[src/rtl/instruction_fetch_unit_if.sv]
// Wishbone instruction-bus interface: read-only master (fetch unit) and slave (memory) views.
interface wishbone_if;
  logic        cycle;
  logic        strobe;
  logic [3:0]  select;
  logic [31:0] address;
  logic        write_enable;
  logic [31:0] data_in;
  logic [31:0] data_out;
  logic        ack;

  modport master (
    output cycle, strobe, select, address, write_enable, data_in,
    input  data_out, ack
  );

  modport slave (
    input  cycle, strobe, select, address, write_enable, data_in,
    output data_out, ack
  );
endinterface

[src/rtl/instruction_fetch_unit.sv]
// Non-pipelined instruction fetch over a Wishbone master port with redirect handling.
// Optional misaligned-target fault and HALT state: define FETCH_ALIGN_CHECK_EN.
module instruction_fetch_unit #(
  parameter logic [31:0] RESET_PC   = 32'h0000_0000,
  parameter int unsigned RETIRE_GAP = 2
) (
  input  logic        clk,
  input  logic        reset,
  wishbone_if.master  wishbone_bus,
  input  logic        i_stall,
  input  logic        i_branch_valid,
  input  logic [31:0] i_branch_target,
  output logic [31:0] o_instruction,
  output logic [31:0] o_pc,
  output logic        o_instruction_valid,
  output logic        o_fetch_fault
);

  localparam int unsigned GW = (RETIRE_GAP > 1) ? $clog2(RETIRE_GAP) : 1;

  typedef enum logic [1:0] {
    S_FETCH,
    S_WAIT_ACK,
    S_RETIRE
`ifdef FETCH_ALIGN_CHECK_EN
    , S_HALT
`endif
  } t_state;

  t_state      r_state;
  logic [31:0] r_pc;
  logic [31:0] r_adr;
  logic        r_stb;
  logic        r_cyc;
  logic [31:0] r_instr;
  logic [31:0] r_out_pc;
  logic        r_valid;
  logic [GW-1:0] r_gap;
  logic        r_pend;
  logic [31:0] r_pend_target;
`ifdef FETCH_ALIGN_CHECK_EN
  logic        r_fault;
`endif

  logic        w_redir;
  logic [31:0] w_redir_tgt;
  logic [31:0] w_redir_pc;
  logic        w_redir_bad;

  // A redirect is taken immediately outside WAIT_ACK, or at ack time inside it
  // (a same-cycle branch beats any stored pending target).
  always_comb begin
    w_redir     = 1'b0;
    w_redir_tgt = i_branch_target;
    case (r_state)
      S_FETCH, S_RETIRE: w_redir = i_branch_valid;
      S_WAIT_ACK: begin
        if (wishbone_bus.ack && (i_branch_valid || r_pend)) begin
          w_redir     = 1'b1;
          w_redir_tgt = i_branch_valid ? i_branch_target : r_pend_target;
        end
      end
      default: w_redir = 1'b0;
    endcase
  end

  assign w_redir_pc = w_redir_tgt & 32'hFFFF_FFFC;
`ifdef FETCH_ALIGN_CHECK_EN
  assign w_redir_bad = |w_redir_tgt[1:0];
`else
  assign w_redir_bad = 1'b0;
`endif

  always_ff @(posedge clk or posedge reset) begin
    if (reset) begin
      r_state       <= S_FETCH;
      r_pc          <= RESET_PC;
      r_adr         <= '0;
      r_stb         <= 1'b0;
      r_cyc         <= 1'b0;
      r_instr       <= '0;
      r_out_pc      <= '0;
      r_valid       <= 1'b0;
      r_gap         <= '0;
      r_pend        <= 1'b0;
      r_pend_target <= '0;
`ifdef FETCH_ALIGN_CHECK_EN
      r_fault       <= 1'b0;
`endif
    end else if (w_redir) begin
      r_stb   <= 1'b0;
      r_cyc   <= 1'b0;
      r_adr   <= '0;
      r_valid <= 1'b0;
      r_pend  <= 1'b0;
      if (w_redir_bad) begin
`ifdef FETCH_ALIGN_CHECK_EN
        r_fault <= 1'b1;
        r_state <= S_HALT;
`endif
      end else begin
        r_pc    <= w_redir_pc;
        r_state <= S_FETCH;
      end
    end else begin
      case (r_state)
        S_FETCH: begin
          r_stb   <= 1'b1;
          r_cyc   <= 1'b1;
          r_adr   <= r_pc;
          r_state <= S_WAIT_ACK;
        end
        S_WAIT_ACK: begin
          if (wishbone_bus.ack) begin
            r_stb    <= 1'b0;
            r_cyc    <= 1'b0;
            r_adr    <= '0;
            r_instr  <= wishbone_bus.data_out;
            r_out_pc <= r_pc;
            r_valid  <= 1'b1;
            r_gap    <= GW'(RETIRE_GAP - 1);
            r_state  <= S_RETIRE;
          end else if (i_branch_valid) begin
            r_pend        <= 1'b1;
            r_pend_target <= i_branch_target;
          end
        end
        S_RETIRE: begin
          r_valid <= 1'b0;
          if (r_gap != '0) begin
            r_gap <= r_gap - 1'b1;
          end else if (!i_stall) begin
            r_pc    <= r_pc + 32'd4;
            r_state <= S_FETCH;
          end
        end
        default: r_state <= r_state;
      endcase
    end
  end

  assign wishbone_bus.cycle        = r_cyc;
  assign wishbone_bus.strobe       = r_stb;
  assign wishbone_bus.address      = r_adr;
  assign wishbone_bus.select       = 4'b1111;
  assign wishbone_bus.write_enable = 1'b0;
  assign wishbone_bus.data_in      = '0;

  assign o_instruction       = r_instr;
  assign o_pc                = r_out_pc;
  assign o_instruction_valid = r_valid;
`ifdef FETCH_ALIGN_CHECK_EN
  assign o_fetch_fault       = r_fault;
`else
  assign o_fetch_fault       = 1'b0;
`endif

endmodule

[src/flat_wrapper.sv]
// flat-port wrapper written by rule: the top's interface ports become plain ports
module instruction_fetch_unit_flat 
#(
  parameter logic [31:0] RESET_PC   = 32'h0000_0000,
  parameter int unsigned RETIRE_GAP = 2
)
  (clk, reset, i_stall, i_branch_valid, i_branch_target, o_instruction, o_pc, o_instruction_valid, o_fetch_fault, wishbone_bus_cycle, wishbone_bus_strobe, wishbone_bus_select, wishbone_bus_address, wishbone_bus_write_enable, wishbone_bus_data_in, wishbone_bus_data_out, wishbone_bus_ack);
  wishbone_if wishbone_bus_i ();
  input  logic clk;
  input  logic reset;
  input  logic i_stall;
  input  logic i_branch_valid;
  input  logic [31:0] i_branch_target;
  output logic [31:0] o_instruction;
  output logic [31:0] o_pc;
  output logic o_instruction_valid;
  output logic o_fetch_fault;
  output wire logic [$bits(wishbone_bus_i.cycle)-1:0] wishbone_bus_cycle;
  output wire logic [$bits(wishbone_bus_i.strobe)-1:0] wishbone_bus_strobe;
  output wire logic [$bits(wishbone_bus_i.select)-1:0] wishbone_bus_select;
  output wire logic [$bits(wishbone_bus_i.address)-1:0] wishbone_bus_address;
  output wire logic [$bits(wishbone_bus_i.write_enable)-1:0] wishbone_bus_write_enable;
  output wire logic [$bits(wishbone_bus_i.data_in)-1:0] wishbone_bus_data_in;
  input wire logic [$bits(wishbone_bus_i.data_out)-1:0] wishbone_bus_data_out;
  input wire logic [$bits(wishbone_bus_i.ack)-1:0] wishbone_bus_ack;
  assign wishbone_bus_cycle = wishbone_bus_i.cycle;
  assign wishbone_bus_strobe = wishbone_bus_i.strobe;
  assign wishbone_bus_select = wishbone_bus_i.select;
  assign wishbone_bus_address = wishbone_bus_i.address;
  assign wishbone_bus_write_enable = wishbone_bus_i.write_enable;
  assign wishbone_bus_data_in = wishbone_bus_i.data_in;
  assign wishbone_bus_i.data_out = wishbone_bus_data_out;
  assign wishbone_bus_i.ack = wishbone_bus_ack;
  instruction_fetch_unit #(.RESET_PC(RESET_PC), .RETIRE_GAP(RETIRE_GAP)) u_core (.clk(clk), .reset(reset), .wishbone_bus(wishbone_bus_i), .i_stall(i_stall), .i_branch_valid(i_branch_valid), .i_branch_target(i_branch_target), .o_instruction(o_instruction), .o_pc(o_pc), .o_instruction_valid(o_instruction_valid), .o_fetch_fault(o_fetch_fault));
endmodule
[config.mk]
export PLATFORM = sky130hd
export DESIGN_NAME = instruction_fetch_unit_flat
export DESIGN_NICKNAME = d
export VERILOG_FILES = /design/src/rtl/instruction_fetch_unit_if.sv /design/src/rtl/instruction_fetch_unit.sv /design/src/flat_wrapper.sv
export SDC_FILE = /design/constraint.sdc
export NUM_CORES = 1
export LEC_CHECK = 0
export ABC_CLOCK_PERIOD_IN_PS = 14300
export BUFFER_PORTS_ARGS = -buffer_cell sky130_fd_sc_hd__buf_2
export CORE_MARGIN = 3
export CORE_UTILIZATION = 45
export CTS_BUF_LIST = sky130_fd_sc_hd__clkbuf_16
export CTS_CLUSTER_SIZE = 28
export DETAILED_ROUTE_END_ITERATION = 10
export GPL_TIMING_DRIVEN = 0
export PLACE_DENSITY = 0.7
export SLEW_MARGIN = 0
export SYNTH_ARGS = -nofsm -noshare
export SYNTH_HDL_FRONTEND = slang
export SYNTH_SLANG_ARGS = --single-unit
export TNS_END_PERCENT = 10
[constraint.sdc]
create_clock -name clk -period 14.3 [get_ports clk]
set_clock_uncertainty 0.15 [all_clocks]
set_input_delay 1.43 -clock clk [delete_from_list [all_inputs] [get_ports clk]]
set_output_delay 1.43 -clock clk [all_outputs]
set_load 0.02 [all_outputs]
==> reports/metrics.csv, run 1 <==
metric,value,unit
grt_pass1_vias,5811,
grt_max_degree,95,
synth-warning-count,0,
cts_tree,yes,
syn-cell-area,7650,µm²
p_sw,921,µW
slew_headroom,0.422,
dr_wl_met2,8370,µm
root_buffer,clkbuf_16,
ios,206,
cpPeakStageDelay,0.61,ns
seq_area,3980,µm²
drt-initial-drc-count,388,
finalPower,2.26,mW
slowest_stage,nor3_1,
post_drt_via_cell_ratio,5.32,
ys_seq_elements,159,
clock-sinks,159,
p_seq_frac,0.355,
p_sw_frac,0.408,
ant_nets,0,
cts_buffers,17,
clock_latency,0.42,ns
status,completed,
antenna_found_initial,0,
hp-class,flip-flop to flip-flop,
synthArstFlopShare,1.00,
cts.htree.levels,4,
post-route-min-period,3.60,ns
yosys.area_share.simple,0.114,
final_net_count,985,
cp_data_arrival_time,3.72,ns
tns,0,ns
drive_gt1_frac,0.391,
dieArea,18600,µm²
setup_viol,0,
cts.clk_slew.worst_paths,0.06,ns
synth_top_family_by_area,multiplexers,
crit_path_end_kind,flip-flop,
synthCells,691,
wl_met1,8820,µm
finalHoldViolations,0,
place_congestion,0.885,
dr.pass1.iters,5,
wl,19200,µm
die_w,136,µm
multi_input_area,3250,µm²
synthMuxAreaShare,0.147,
synth_top_flop_cell,dfrtp_1,
rsz0062_at_grt,no,
min_from,u_core.o_pc[31],
utilization,0.573,
grt_first_pass_wirelength,30200,µm
worst_setup_path_start_kind,primary input,
r2r-start,u_core.r_state[1],
met3_length,1640,µm
clock.fmax,278,MHz
cts_setup_buffers,0,
synthDistinctLibCells,53,
power_frac_comb,0.444,
cts_resized,0,
avgSynthCellArea,11.1,µm²
grt_overflow,0,
worst_slew_pin_slew,0.860,ns
synth_enable_flop_cells,0,
vias,6086,
period_share,0.252,
r2r_end,u_core.r_pc[16],
n_fill_cell,1483,
power.density,238,nW/µm²
leakagePower,4.60,nW
critPathKind,primary input to flip-flop,
maxSlewViolCount,0,
power_frac_clock,0.201,
timing.reg2reg.setup_slack,10.82,ns
port_buffers,162,
start_util,0.461,
crit_top_cell,buf_2,
chipHeight,136,µm
num_antenna_cells,0,
track_usage,0.208,
cts_buffer_depth,2,
cp_cell_sequence,"buf_2, buf_4, a31oi_1, nor3_1, clkbuf_1, buf_2, nand3_1, o21ai_0, a21oi_1",
remaining_drc_errors,0,
synth-xor-area-share,0,
critPathMaxFanout,10,
r2r_cells,11,
ir_drop,0.000104,V
critPathRequiredTime,14.42,ns
cts_hold_buf,0,
worstHoldPathCells,2,
synth-compound-area-share,0.136,
dp_hpwl,13900,µm
coreArea,16600,µm²
intPower,1.34,mW
yosys.area_share.adder,0.00818,
ys_seq_area_frac,0.520,
cap_violations,0,
wl_per_cell,16.8,µm
area_growth,24.3,%
num_rows,47,
top_layer,met4,
hold_end,u_core.o_pc[31],
==> metal layers <==
layer	up-vias	global-route usage
met3	20	0.0555
met5	-	0
met4	0	0.0773
met1	2909	0.293
li1	2860	-
met2	297	0.309
==> power by group through the flow <==
stage | registers, mW | clock network (mW) | logic [mW]
finish | 0.803 | 0.454 | 1.00
global route | 0.831 | 0.481 | 1.10
CTS | 0.802 | 0.464 | 1.00
detailed placement | 0.809 | 0 | 1.00
global placement | 0.803 | 0 | 0.981
floorplan | 0.928 | 0 | 0.559
==> flip-flops by register name (all words and copies together), names as in the netlist <==
signal                       count
u_core.r_gap                     1
u_core.r_pend_target            30
u_core.r_pend                    1
u_core.o_instruction            32
u_core.wishbone_bus.address     31
u_core.r_state                   2
u_core.o_instruction_valid       1
u_core.o_pc                     30
u_core.wishbone_bus.strobe       1
u_core.r_pc                     30
==> cell usage in the layout, fill, tap and decap left out, types with 4 or more instances in the layout <==
master     instances
a211o_1            4
a21o_1             4
a21oi_1           37
a22o_1            31
a2bb2oi_1          7
a31oi_1            9
and2_1             5
and3_1             7
buf_2            186
buf_4             43
clkbuf_1          21
clkbuf_16         17
conb_1            40
dfrtp_1          159
ha_1               5
inv_1              8
mux2_2            91
mux2i_1           10
nand2_1           71
nand3_1           27
nand4_1           10
nor2_1            25
nor2b_1            4
nor3_1             9
nor4_1             4
o21ai_0           31
o22a_1             5
==> stage by stage <==
step,cells,area [µm²],setup slack [ns],hold slack (ns)
6_report,1143,9510,10.70,0.325
5_1_grt,1143,9510,10.56,0.357
4_1_cts,1143,9510,10.77,0.329
3_5_place_dp,1112,8910,10.29,0.315
3_3_place_gp,1111,8880,6.61,0.306
2_1_floorplan,729,7790,8.43,0.326
==> logic make-up after synthesis <==
logic type	Yosys count
compound gates	149
fa+ha+maj	5
buf+inv	100
flops	159
mux	101
other cells	2
simple gates	175
==> worst max path at each step <==
| stage | startpoint | end | slack [ns] | depth (start not counted) |
|---|---|---|---|---|
| global route | wishbone_bus_ack | u_core.r_pc[17] | 10.56 | 9 |
| global placement | reset | u_core.o_instruction_valid | 6.61 | 2 |
| floorplan | reset | u_core.o_instruction[0] | 8.43 | 1 |
| CTS | wishbone_bus_ack | u_core.r_pc[17] | 10.77 | 9 |
| detailed placement | wishbone_bus_ack | u_core.r_pc[17] | 10.29 | 9 |
| finish | wishbone_bus_ack | u_core.r_pc[16] | 10.70 | 9 |
==> area by class of cell <==
cell class,count,share of cell area
Sequential cell,159,0.419
Multi-Input combinational cell,470,0.341
Timing Repair Buffer,163,0.0882
Buffer,91,0.0561
Clock buffer,17,0.0448
Tap cell,220,0.0290
Clock inverter,14,0.0176
Inverter,9,0.00434
==> cells in the mapped netlist (all sizes together), types with 2 or more instances <==
library cell | n | area [µm²]
dfrtp | 159 | 3980
mux2 | 91 | 1020
nand2 | 71 | 267
buf | 70 | 454
a21oi | 38 | 194
a22o | 31 | 272
o21ai | 31 | 155
nand3 | 28 | 145
nor2 | 25 | 93.8
clkbuf | 21 | 78.8
nand4 | 11 | 83.8
mux2i | 10 | 100
nor3 | 10 | 55.1
a31oi | 9 | 56.3
inv | 9 | 33.8
and3 | 8 | 51.3
a2bb2oi | 7 | 61.3
nor4 | 6 | 58.8
and2 | 5 | 31.3
ha | 5 | 62.6
o22a | 5 | 43.8
a211o | 4 | 35.0
a21o | 4 | 30.0
nor2b | 4 | 25.0
a22oi | 3 | 22.5
a221oi | 2 | 41.3
a41oi | 2 | 17.5
and4b | 2 | 20.0
conb | 2 | 7.51
o311ai | 2 | 17.5
o31ai | 2 | 15.0
o32ai | 2 | 17.5
or3 | 2 | 12.5
==> worst max-delay path: cells and delay by family <==
kind	cells	cell delay (ns)
AOI/OAI and AO/OA	3	0.39
and+or+nand+nor	2	0.80
buffers and inverters	4	1.10
Note: power is estimated with default switching activity, not from simulation.
==> run 2: changes to the inputs <==
Settings changed: ABC_CLOCK_PERIOD_IN_PS 14300 to 3700.
Clock period 14.3 ns to 3.7 ns, I/O delays scaled along.
==> reports/metrics.csv, run 2 (synthesis gave the netlist of run 1 again) <==
metric,value,unit,change
finalHoldViolations,0,,unchanged
cap_violations,0,,unchanged
ant_nets,0,,unchanged
cts_buffers,17,,unchanged
grt_pass1_vias,5652,,"was 5,811"
status,completed,,unchanged
num_rows,47,,unchanged
vias,6040,,"was 6,086"
area_growth,24.7,%,was 24.3%
cp_data_arrival_time,3.54,ns,was 3.72 ns
critPathMaxFanout,10,,unchanged
drt-initial-drc-count,529,,was 388
cts_resized,0,,unchanged
cts_buffer_depth,2,,unchanged
final_common_cell,buf_2,,unchanged
final_cell_mix,"buf_2, dfrtp_1, mux2_2",,unchanged
crit_path_end_kind,flip-flop,,unchanged
cts.htree.levels,4,,unchanged
slowest_stage,nor3_1,,unchanged
grt_max_degree,38,,was 95
dp_hpwl,14500,µm,"was 13,900 µm"
post-route-min-period,3.40,ns,
track_usage,0.213,,was 0.208
multi_input_area,3250,µm²,unchanged
antenna_found_initial,0,,unchanged
hp-class,primary input to flip-flop,,was flip-flop to flip-flop
maxSlewViolCount,0,,unchanged
coreArea,16600,µm²,unchanged
grt_first_pass_wirelength,30700,µm,"was 30,200 µm"
die_w,136,µm,unchanged
cts_hold_buf,1,,was 0
dieArea,18600,µm²,unchanged
power.density,910,nW/µm²,was 238 nW/µm²
rsz0062_at_grt,no,,unchanged
worst_setup_path_start_kind,flip-flop,,was primary input
leakagePower,4.61,nW,was 4.60 nW
grt_overflow,0,,unchanged
ios,206,,unchanged
port_buffers,162,,unchanged
dr.pass1.iters,5,,unchanged
critPathRequiredTime,3.84,ns,was 14.42 ns
drive_gt1_frac,0.393,,was 0.391
seq_area,3980,µm²,unchanged
period_share,0.919,,
place_congestion,0.887,,was 0.885
clock_latency,0.43,ns,was 0.42 ns
timing.reg2reg.setup_slack,0.30,ns,was 10.82 ns
num_antenna_cells,0,,unchanged
wl_per_cell,17.0,µm,was 16.8 µm
cts.clk_slew.worst_paths,0.06,ns,about the same
clock-sinks,159,,unchanged
path_buf_inv,5,,was 4
largest_reg_flops,32,,unchanged
post_drt_via_cell_ratio,5.27,,was 5.32
place_area,8960,µm²,was 8910 µm²
finalPower,8.68,mW,was 2.26 mW
start_util,0.461,,unchanged
slew_headroom,0.443,,was 0.422
ir_drop,0.000393,V,was 0.000104 V
cts_tree,yes,,unchanged
critPathKind,flip-flop to flip-flop,,was primary input to flip-flop
wl,19600,µm,"was 19,200 µm"
remaining_drc_errors,0,,unchanged
setup_viol,0,,unchanged
design_area,9540,µm²,was 9510 µm²
chipHeight,136,µm,unchanged
final_net_count,989,,was 985
clock.fmax,294,MHz,
cp_top_family,buffers and inverters,,unchanged
tns,0,ns,unchanged
root_buffer,clkbuf_16,,unchanged
n_fill_cell,1498,,"was 1,483"
cp_cell_sequence,"clkbuf_1, inv_1, ha_1, buf_2, a31oi_1, nor3_1, clkbuf_1, buf_2, nand3_1, o31ai_1, a2bb2oi_1",,"was buf_2, buf_4, a31oi_1, nor3_1, clkbuf_1, buf_2, nand3_1, o21ai_0, a21oi_1"
holdWs,0.0177,ns,was 0.325 ns
cpPeakStageDelay,0.58,ns,was 0.61 ns
setup_ws,0.300,ns,was 10.70 ns
dp_slack,0.332,ns,was 10.29 ns
cts_setup_buffers,0,,unchanged
worst_slew_pin_slew,0.829,ns,was 0.860 ns
-- run 2: changes by cell type in the layout (fill, tap and decap cells not counted) --
cell           delta
clkinvlp_4        +1
bufinv_16         -1
buf_12            +4
clkinv_2          +1
buf_16            -1
dlygate4sd3_1     +1
inv_8             -2
clkinv_4          -1
inv_6             +2
-- run 2: final cells by class --
type                       count  share of cell area
sequential                   159               0.417
multi-input combinational    470               0.340
clock buffer                  17              0.0446
tap                          220              0.0289
buffer                        91              0.0559
timing repair buffer         167              0.0945
clock inverter                14              0.0147
inverter                       9             0.00394
-- run 2: path summary, 6_finish.rpt --
path                       depth (start not counted)                       end                      from
setup / recovery                                  11           u_core.r_pc[17]         u_core.r_state[1]
hold / removal                                     2   u_core.o_instruction[7]  wishbone_bus_data_out[7]
setup reg to reg                                  11           u_core.r_pc[17]         u_core.r_state[1]
hold reg to reg                                    2           u_core.o_pc[31]           u_core.o_pc[31]
max in group asynchronous                          5   u_core.r_pend_target[9]                     reset
min in group asynchronous                          3  u_core.o_instruction[18]                     reset
-- run 2: power breakdown --
part / switching, mW / internal, mW
combinational: 2.31 / 1.56
sequential: 0.559 / 2.56
clock: 0.700 / 0.986
total: 3.57 / 5.11
-- run 2: through the flow --
stage | cells | util
final | 1147 | 0.575
after detailed placement | 1115 | 0.540
after global routing | 1147 | 0.575
after CTS | 1147 | 0.575
after floorplan | 729 | -
after global placement | 1111 | 0.536
-- run 2: metal layers --
metal  vias up  share of wire  track usage
li1       2859              -            -
met1      2861           0.46        0.303
met2       295           0.44        0.317
met3        25          0.086       0.0533
met4         0          0.017       0.0745
met5         -              0            0
-- run 2: worst reg2reg max path, delay by kind of cell (launching register included) --
kind / cells / cell delay [ns]
DFF: 1 / 0.41
AOI/OAI and AO/OA: 3 / 0.39
adders and majority gates: 1 / 0.15
and+or+nand+nor: 2 / 0.77
buffers and inverters: 5 / 1.40
